[config.mk]
export PLATFORM = sky130hd
export DESIGN_NAME = nem_ohmux_sel_ctrl
export DESIGN_NICKNAME = d
export VERILOG_FILES = /design/src/rtl/nem_ohmux_sel_ctrl.sv
export SDC_FILE = /design/constraint.sdc
export NUM_CORES = 1
export LEC_CHECK = 0
export ABC_AREA = 1
export BUFFER_PORTS_ARGS = -buffer_cell sky130_fd_sc_hd__buf_2
export CAP_MARGIN = 15
export CORE_MARGIN = 2
export CORE_UTILIZATION = 30
export DETAILED_ROUTE_END_ITERATION = 7
export MAX_ROUTING_LAYER = met4
export PLACE_DENSITY = 0.57
export SYNTH_ARGS = -nofsm -noshare
export SYNTH_HDL_FRONTEND = slang
export SYNTH_SLANG_ARGS = --single-unit
[constraint.sdc]
create_clock -name CP -period 2.9 [get_ports CP]
set_input_delay 0 -clock CP [delete_from_list [all_inputs] [get_ports CP]]
set_output_delay 0 -clock CP [all_outputs]
set_load 0.03 [all_outputs]
[src/rtl/nem_ohmux_sel_ctrl.sv]
// Select controller for a 2-input, 8-bit one-hot NEM relay mux.
// Arbitrates two requesters round-robin, waits for relay pull-in before
// granting, and enforces a release interval (break-before-make) before
// any other path may be selected.
module nem_ohmux_sel_ctrl #(
    parameter int unsigned PULL_IN_CYC = 4,
    parameter int unsigned RELEASE_CYC = 3
) (
    input  logic CP,
    input  logic CDN,
    input  logic REQ0,
    input  logic REQ1,
    output logic GNT0,
    output logic GNT1,
    output logic S0,
    output logic S1,
    output logic BUSY
);

    typedef enum logic [1:0] {
        IDLE  = 2'd0,
        MAKE  = 2'd1,
        GRANT = 2'd2,
        BREAK = 2'd3
    } state_t;

    localparam logic [7:0] PULL_LOAD = 8'(PULL_IN_CYC);
    localparam logic [7:0] REL_LOAD  = 8'(RELEASE_CYC);

    state_t     state;
    state_t     state_nxt;
    logic [7:0] cnt;
    logic [7:0] cnt_nxt;
    logic       own;
    logic       own_nxt;
    logic       last;
    logic       last_nxt;
    logic       req_own;
    logic       path_on;
    logic       s0_nxt;
    logic       s1_nxt;
    logic       gnt0_nxt;
    logic       gnt1_nxt;
    logic       busy_nxt;

    // Next-state logic; the owner's request is the only one that matters once a path is chosen.
    always_comb begin
        state_nxt = state;
        cnt_nxt   = cnt;
        own_nxt   = own;
        last_nxt  = last;
        req_own   = own ? REQ1 : REQ0;
        case (state)
            IDLE: begin
                if (REQ0 || REQ1) begin
                    state_nxt = MAKE;
                    cnt_nxt   = PULL_LOAD;
                    own_nxt   = (REQ0 && REQ1) ? ~last : REQ1;
                end
            end
            MAKE: begin
                if (!req_own) begin
                    state_nxt = BREAK;
                    cnt_nxt   = REL_LOAD;
                end else if (cnt == 8'd1) begin
                    state_nxt = GRANT;
                    cnt_nxt   = 8'd0;
                    last_nxt  = own;
                end else begin
                    cnt_nxt = cnt - 8'd1;
                end
            end
            GRANT: begin
                if (!req_own) begin
                    state_nxt = BREAK;
                    cnt_nxt   = REL_LOAD;
                end
            end
            BREAK: begin
                if (cnt == 8'd1) begin
                    state_nxt = IDLE;
                    cnt_nxt   = 8'd0;
                end else begin
                    cnt_nxt = cnt - 8'd1;
                end
            end
            default: begin
                state_nxt = IDLE;
                cnt_nxt   = 8'd0;
            end
        endcase
    end

    // Output decode from the next state so every output leaves a flop.
    always_comb begin
        path_on  = (state_nxt == MAKE) || (state_nxt == GRANT);
        s0_nxt   = path_on && !own_nxt;
        s1_nxt   = path_on && own_nxt;
        gnt0_nxt = (state_nxt == GRANT) && !own_nxt;
        gnt1_nxt = (state_nxt == GRANT) && own_nxt;
        busy_nxt = (state_nxt != IDLE);
    end

    // State, counter, arbitration and output registers; reset drops the selects at once.
    always_ff @(posedge CP or negedge CDN) begin
        if (!CDN) begin
            state <= IDLE;
            cnt   <= 8'd0;
            own   <= 1'b0;
            last  <= 1'b1;
            S0    <= 1'b0;
            S1    <= 1'b0;
            GNT0  <= 1'b0;
            GNT1  <= 1'b0;
            BUSY  <= 1'b0;
        end else begin
            state <= state_nxt;
            cnt   <= cnt_nxt;
            own   <= own_nxt;
            last  <= last_nxt;
            S0    <= s0_nxt;
            S1    <= s1_nxt;
            GNT0  <= gnt0_nxt;
            GNT1  <= gnt1_nxt;
            BUSY  <= busy_nxt;
        end
    end

endmodule

==> results of run 1 <==
sequential cells by signal, summed over array words and instances (netlist names):
register,count
S1,1
own,1
GNT0,1
BUSY,1
state,2
S0,1
GNT1,1
cnt,8
last,1
cells in the mapped netlist:
cell type,number
sky130_fd_sc_hd__nand3_2,1
sky130_fd_sc_hd__o21ai_1,2
sky130_fd_sc_hd__inv_4,1
sky130_fd_sc_hd__nand2_2,4
sky130_fd_sc_hd__nand3_1,8
sky130_fd_sc_hd__inv_1,15
sky130_fd_sc_hd__inv_2,4
sky130_fd_sc_hd__o21ai_0,6
sky130_fd_sc_hd__nor2_1,22
sky130_fd_sc_hd__nor2_2,2
sky130_fd_sc_hd__xor2_1,1
sky130_fd_sc_hd__nand2_1,23
sky130_fd_sc_hd__nand3b_1,1
sky130_fd_sc_hd__a21oi_1,1
sky130_fd_sc_hd__nand2_4,2
sky130_fd_sc_hd__o21ai_2,2
sky130_fd_sc_hd__nor2_4,2
sky130_fd_sc_hd__o31ai_1,1
sky130_fd_sc_hd__ha_1,4
sky130_fd_sc_hd__o211ai_1,1
sky130_fd_sc_hd__dfrtp_1,16
sky130_fd_sc_hd__dfstp_2,1
cell families (layout without fill, tap and decap cells):
| logic type | Yosys count | after routing |
|---|---|---|
| AND/OR/NAND/NOR | 65 | 65 |
| buffers and inverters | 20 | 33 |
| flip-flops | 17 | 17 |
| AO/OA/AOI/OAI | 13 | 13 |
| adder cells (fa/ha/maj) | 4 | 4 |
| XOR/XNOR | 1 | 1 |
critical path: cells and delay by family (launching register included):
| family | cells | cell delay [ns] |
|---|---|---|
| adder cells (fa/ha/maj) | 2 | 0.41 |
| buffers and inverters | 1 | 0.09 |
| flip-flops | 1 | 0.39 |
| AO/OA/AOI/OAI | 1 | 0.19 |
| AND/OR/NAND/NOR | 4 | 0.54 |
path summary, 6_finish.rpt:
kind	to	depth (start not counted)	slack (ns)
max in group asynchronous	last$_DFFE_PN1P_	2	2.44
hold reg to reg	last$_DFFE_PN1P_	2	0.49
setup reg to reg	S0$_DFF_PN0_	8	1.22
setup / recovery	S0$_DFF_PN0_	8	1.22
min in group asynchronous	cnt[7]$_DFFE_PN0P_	2	0.15
hold / removal	S1$_DFF_PN0_	4	0.07
per-stage QoR:
step                cell area (µm²)  cells  power [mW]
floorplan                       950    120       0.829
global placement               1040    172       0.937
detailed placement             1040    172       0.946
CTS                            1080    177        1.09
global route                   1080    177        1.20
finish                         1080    177        1.07
layer usage:
layer | wire [µm] | track usage | vias up
met5 | 0 | - | -
met4 | 32 | 0.0476 | 0
met3 | 62 | 0.0325 | 5
met2 | 862 | 0.203 | 9
met1 | 859 | 0.159 | 366
li1 | - | - | 394
timing repair:
item / CTS / global route
resized for setup: 0 / 0
endpoints found under the hold margin: 17 / 0
hold buffers: 1 / 0
cell type report:
type / count / area (µm²) / share of cell area
inverter: 20 / 77.6 / 0.0715
sequential: 17 / 427 / 0.393
multi-input combinational: 83 / 445 / 0.411
clock inverter: 1 / 7.51 / 0.00692
tap: 44 / 55.1 / 0.0507
clock buffer: 3 / 22.5 / 0.0208
timing repair buffer: 9 / 50.0 / 0.0461
power by group:
part / total [mW] / internal (mW) / leakage (nW) / switching (mW)
registers: 0.406 / 0.331 / 0.204 / 0.0746
clock network: 0.136 / 0.0526 / 0.0139 / 0.0831
logic: 0.531 / 0.187 / 0.338 / 0.344
==> out/summary.md, run 1 <==
The first global-routing pass estimated 3.37 mm of wire. The tools report the highest ir drop seen on vdd as 420 µV. The detailed router placed 774 vias in this run.

The run gives 0 as the number of slew-limit violations in the final report. Hold timing on the final database bottoms out at a slack of 0.0734 ns. The count of warnings emitted by yosys was 0. The initial core utilization came out at 0.314.

The area fraction of the dominant cell type after synthesis was 0.422. For the number of standard cells after synthesis, the log shows 120. The flip-flop and latch count after synthesis is 17, and the post-synth design cell area is 950 µm².

9 I/O pins were placed. The critical path's most frequent cell is sky130_fd_sc_hd__ha_1. The post-synthesis simple-gate area fraction was 0.325; the later-pin clock latency in the skew report was 0.30 ns. Entering global routing, the biggest net connects 18 pins.

STA classifies the critical path startpoint as a register. After synthesis, the largest family of logic cells by area is simple AND/OR/NAND/NOR gates. Once the clock tree was built, the setup fixing pass inserted 0 buffers.

In this run the power density over the cells is 989 mW/mm². The logs give 0.740 for the relative slew slack and 142 for the layout net count. For the total setup violations reported at the end of the flow, the log shows 0. The tools report the worst-case setup margin in the final layout as 1.22 ns. The routed via count divided by cell count works out to 4.37.

The number of max-cap violations is 0. For this block, the routed nets add up to 1.82 mm of wire. TritonCTS built the clock tree. The clock passes through at most 2 buffers.

The library cells used most frequently in the layout, excluding fill and tap cells, are 23 x sky130_fd_sc_hd__nand2_1, 22 x sky130_fd_sc_hd__nor2_1, 16 x sky130_fd_sc_hd__dfrtp_1, 15 x sky130_fd_sc_hd__inv_1. The die covers 0.00363 mm². The run gives 0 as the count of antenna diodes in the layout. The tools report the post-route antenna net violation count as 0. The xor and xnor area share after synthesis came out at 0.00922. The min-delay analysis places its worst path in the category input port to register. The mux share of post-synthesis cell area came out at 0. The layout has 321 filler cells. The required time at the worst-slack endpoint is 3.15 ns, and the delay contributed by the slowest stage of the critical path is 0.39 ns.

The via count of the first global-routing pass is 786, and the global-route congestion overflow total is 0. In this run, distinct cell masters in the synthesized netlist total 22. Static timing analysis puts the maximum clock frequency at 597 MHz. From bottom edge to top edge, the die measures 60.3 µm.

Reported leakage power: 0.556 nW. The number of nets in the synthesized netlist is 128. Sorting the synthesized cells by area gives the leading types as sky130_fd_sc_hd__dfrtp_1 42%, sky130_fd_sc_hd__nand2_1 9.1%, sky130_fd_sc_hd__nor2_1 8.7%. Setup repair after global routing left no endpoint under its margin. The maximum net fanout on the critical path came out at 5. Compound-cell area share of the yosys netlist: 0.0817.

Clock tree synthesis found a total of 17 sinks. Walking the worst path, the cells encountered are inv_1 > ha_1 > nand3_1 > nor2_4 > nand2_1 > o21ai_2 > ha_1 > nor2_1. From synthesis to final layout, the design area changed by 14.2%. Leaving out fill and tap cells, the most frequent cell in the layout is sky130_fd_sc_hd__nand2_1. The worst hold path begins at REQ0.

Clock-pin transition on the worst setup and hold timing paths: 0.11 ns. The run finished with clean final reports. The core region is 0.00303 mm².

The fraction of layout cells with a size suffix above 1 is 0.233. After synthesis, the mean cell area works out to 7.91 µm². For this block, the initial DRC count from the detailed router was 39. Buffers placed on the I/O ports in this run total 8. For the post-route core utilization, the log shows 0.358.

The maximum level of the CTS H-tree came out at 1. The clock arrives with 0.0110 ns of skew. The leading area contributor after synthesis is sky130_fd_sc_hd__dfrtp_1. The count of standard-cell rows is 20, and the CTS buffer count is 3. The slew at the pin with the worst max-slew slack is 0.390 ns. In this run the worst setup path begins at cnt[1]$_DFFE_PN0P_.

The path type of the worst setup path is register to register. The die width was 60.3 µm; the post-detailed-placement half-perimeter wirelength was 1.42 mm. The post-route clock period utilization is 0.578, and the critical path data arrival time is 1.92 ns.

Among all stages on the critical path, the largest delay is contributed by sky130_fd_sc_hd__dfrtp_1. The routed design could run at a clock period as short as 1.68 ns. The run gives 0.129 as the all-layer global routing usage. The tools report the library cell used as clock root buffer as sky130_fd_sc_hd__clkbuf_4. In the routed design, unresolved DRC markers number 0. The sequential fraction of the synthesis area came out at 0.449. The run gives 0 ns as the aggregate negative setup slack. STA classifies the critical path endpoint as a register.

The logs give 1.23 ns for the worst slack at placement and 0 for the number of antenna violations at the first check in global routing. The hold violation count in the final report is 0. In the final routed layout, each cell accounts on average for 10.3 µm.

Routability-driven placement finished with a final weighted congestion of 0.831. The pre-antenna-repair detailed-routing pass consisted of 3 iterations. The adder-cell share of the synthesized area is 0.0527.

The startpoint identified for the worst register-to-register timing path is cnt[1]$_DFFE_PN0P_.
(Power assumes the default switching activity.)
==> run 2: changes to the inputs <==
Settings changed: PLACE_DENSITY 0.57 to 0.59.
Clock period 2.9 ns to 1.5 ns, I/O delays scaled along.
==> run 2 against run 1 <==
  * Clock-buffer cell count rose by 1
  * Power rose by 130%
  * Cell area rose by 13%
  * Sequential cell count did not move
  * Register-to-register slack got worse by 1.2 ns
  * Core utilization rose by 4.7 points
  * Maximum frequency rose by 15%
==> out/summary.md, run 2 (synthesized netlist as in run 1, its figures left out) <==
The tools report the post-detailed-placement half-perimeter wirelength as 1.46 mm. The critical path endpoint was S0$_DFF_PN0_. In the routed design, unresolved DRC markers number 0.

The library cell used most frequently in the layout, excluding fill and tap cells, is sky130_fd_sc_hd__nand2_1. The tools report the CTS sink count as 17. The run gives 18 as the maximum number of pins on one net before global-route repair. The maximum level of the CTS H-tree was 1; the register-to-register setup slack was 0.04 ns. Based on the critical path, the design can be clocked at up to 684 MHz.

The area of the die was 0.00363 mm². The total iterations of the first detailed-routing run was 4; the total power per unit cell area was 1990 mW/mm². The worst path in the final design needs a cycle of 1.46 ns, including I/O delays and setup. The run gives 1.73 ns as the required time at the worst-slack endpoint. The beginning of the worst register-to-register path was cnt[5]$_DFFE_PN0P_. The register with the most flip-flops in the layout has 8 of them.

The run gives 0 as the number of slew-limit violations in the final report. The design draws 2.43 mW. Total number of vias: 797.

The number of design-rule violations left by the first detailed-router iteration is 59. The area added between synthesis and finish works out to 29.1%. The number of max-cap violations is 0, and the maximum root-to-sink buffer count is 2. The most critical setup path has its startpoint at cnt[5]$_DFFE_PN0P_. For the smallest hold slack, the log shows 0.142 ns.

The library cells used most frequently in the layout, excluding fill and tap cells, are 20 x sky130_fd_sc_hd__nand2_1, 19 x sky130_fd_sc_hd__nor2_1, 16 x sky130_fd_sc_hd__dfrtp_1, 13 x sky130_fd_sc_hd__inv_1, 8 x sky130_fd_sc_hd__buf_2. Buffers inserted during clock tree synthesis total 3. Setup repair after global routing could not meet its margin everywhere. Critical path startpoint category: a register. The die width is 60.3 µm, and the final weighted congestion in routability-driven placement is 0.799.

The run gives 0 as the number of antenna violations at the first check in global routing. Clock tree synthesis selected as its root buffer the cell sky130_fd_sc_hd__clkbuf_4. For the top-level port count, the log shows 9.

At the pin with the least slew margin, the transition time is 0.381 ns. The register with the most flip-flops is cnt. The largest registers in the layout are cnt: 8 flops, state: 2 flops. The first global-routing pass estimated 3.43 mm of wire. The final layout contains 149 nets.

The critical path data arrival time is 1.69 ns. The worst setup path is of the register to register kind. The worst setup skew after layout is 0.0103 ns. The flow ran to the end, and the final reports show no timing, DRC or antenna violations. Core region area: 0.00303 mm².

In this run the critical register-to-register path is captured at S0$_DFF_PN0_. TritonCTS built the clock tree. Once detail routing completed, the nets flagged for antenna violations numbered 0.

The count of port buffers added during placement is 8, and the fraction of layout cells with a size suffix above 1 is 0.350. The logs give 803 for the via count of the first global-routing pass and 0.600 nW for the reported leakage power. The count of antenna diodes in the layout is 0, and the wire length per cell is 10.4 µm.

The all-layer global routing usage is 0.132, and the routed via count divided by cell count is 4.33. The initial core utilization is 0.314, and the die extent in y is 60.3 µm. Relative slew slack: 0.746. The worst setup path is captured at a register.

Summed over all layers, the global routing overflow is 0. After detailed routing, the total wire length is 1.92 mm. The tools report the hold violation count in the final report as 0. Setup violations remaining at the end of the flow were counted as 0.

In this run the core area contains 20 standard-cell rows. Adding up every negative setup slack in the final design gives 0 ns. Clock latency on the worst-skew pair, taken at its later pin, is 0.30 ns. For the worst flop-to-flop path, the logic depth is 7. In this run the worst path has a maximum fanout of 3.

The worst-case IR drop observed on VDD is 1040 µV. The post-route clock period utilization was 0.975. Clock-pin slew was measured on the worst setup and hold paths at 0.10 ns.

The class of the most critical hold timing path was input port to register. The tools report the post-route core utilization as 0.405.
## run 2: changes by cell type in the layout (fill, tap and decap cells not counted), sizes merged
cell / delta
clkinvlp: -1
buf: +7
clkbuf: +1
## run 2: how the worst min path moves through the flow
stage | from | endpoint | slack [ns] | cells past startpoint
after floorplan | CDN | BUSY$_DFF_PN0_ | -0.30 | 0
after global placement | CDN | cnt[2]$_DFFE_PN0P_ | -0.06 | 1
after detailed placement | CDN | cnt[7]$_DFFE_PN0P_ | -0.05 | 1
after CTS | REQ0 | S1$_DFF_PN0_ | 0.10 | 4
after global routing | REQ0 | S1$_DFF_PN0_ | 0.15 | 4
final | REQ0 | S1$_DFF_PN0_ | 0.14 | 4
## run 2: layout make-up
| cell class | count | area (µm²) |
|---|---|---|
| clock buffers | 4 | 26.3 |
| fillers | 312 | 1800 |
| inverters | 20 | 80.1 |
| multi-input cells | 83 | 528 |
| flip-flops and latches | 17 | 427 |
| well taps | 44 | 55.1 |
| repair buffers | 16 | 110 |
## run 2: metrics by stage
step	std cells	setup slack, ns	instance area [µm²]
after floorplan	120	0.0146	960
after global placement	176	0.0549	1080
after detailed placement	176	0.0179	1080
after CTS	182	0.00354	1130
after global routing	184	-0.0136	1230
final	184	0.0374	1230
## run 2: repair_timing
| item | CTS | global route |
|---|---|---|
| endpoints found under the hold margin | 17 | 0 |
| pin swaps | 3 | 10 |
| setup endpoints to repair | 2 | 5 |
| buffers inserted | 1 | 2 |
| gates resized for setup | 0 | 18 |
| hold buffers | 1 | 0 |
## run 2: worst max-delay path, stage by stage, from the launching register on
cell                      delay (ns)
sky130_fd_sc_hd__dfrtp_1        0.41
sky130_fd_sc_hd__nor2_1         0.14
sky130_fd_sc_hd__nand2_2        0.12
sky130_fd_sc_hd__nor2_4         0.13
sky130_fd_sc_hd__nand2_2        0.08
sky130_fd_sc_hd__o21ai_4        0.20
sky130_fd_sc_hd__ha_4           0.23
sky130_fd_sc_hd__nor2_2         0.07
## run 2: power breakdown
part | leakage [nW] | switching, mW | total [mW] | internal (mW)
clock | 0.0150 | 0.145 | 0.248 | 0.104
combinational | 0.381 | 0.831 | 1.40 | 0.568
sequential | 0.204 | 0.147 | 0.787 | 0.641
## run 2: metal layers
| metal | vias to the layer above | track usage | share of wire |
|---|---|---|---|
| met5 | - | - | 0 |
| met4 | 0 | 0.0381 | 0.0083 |
| met1 | 373 | 0.152 | 0.45 |
| met2 | 12 | 0.222 | 0.50 |
| li1 | 410 | - | - |
| met3 | 2 | 0.0390 | 0.039 |
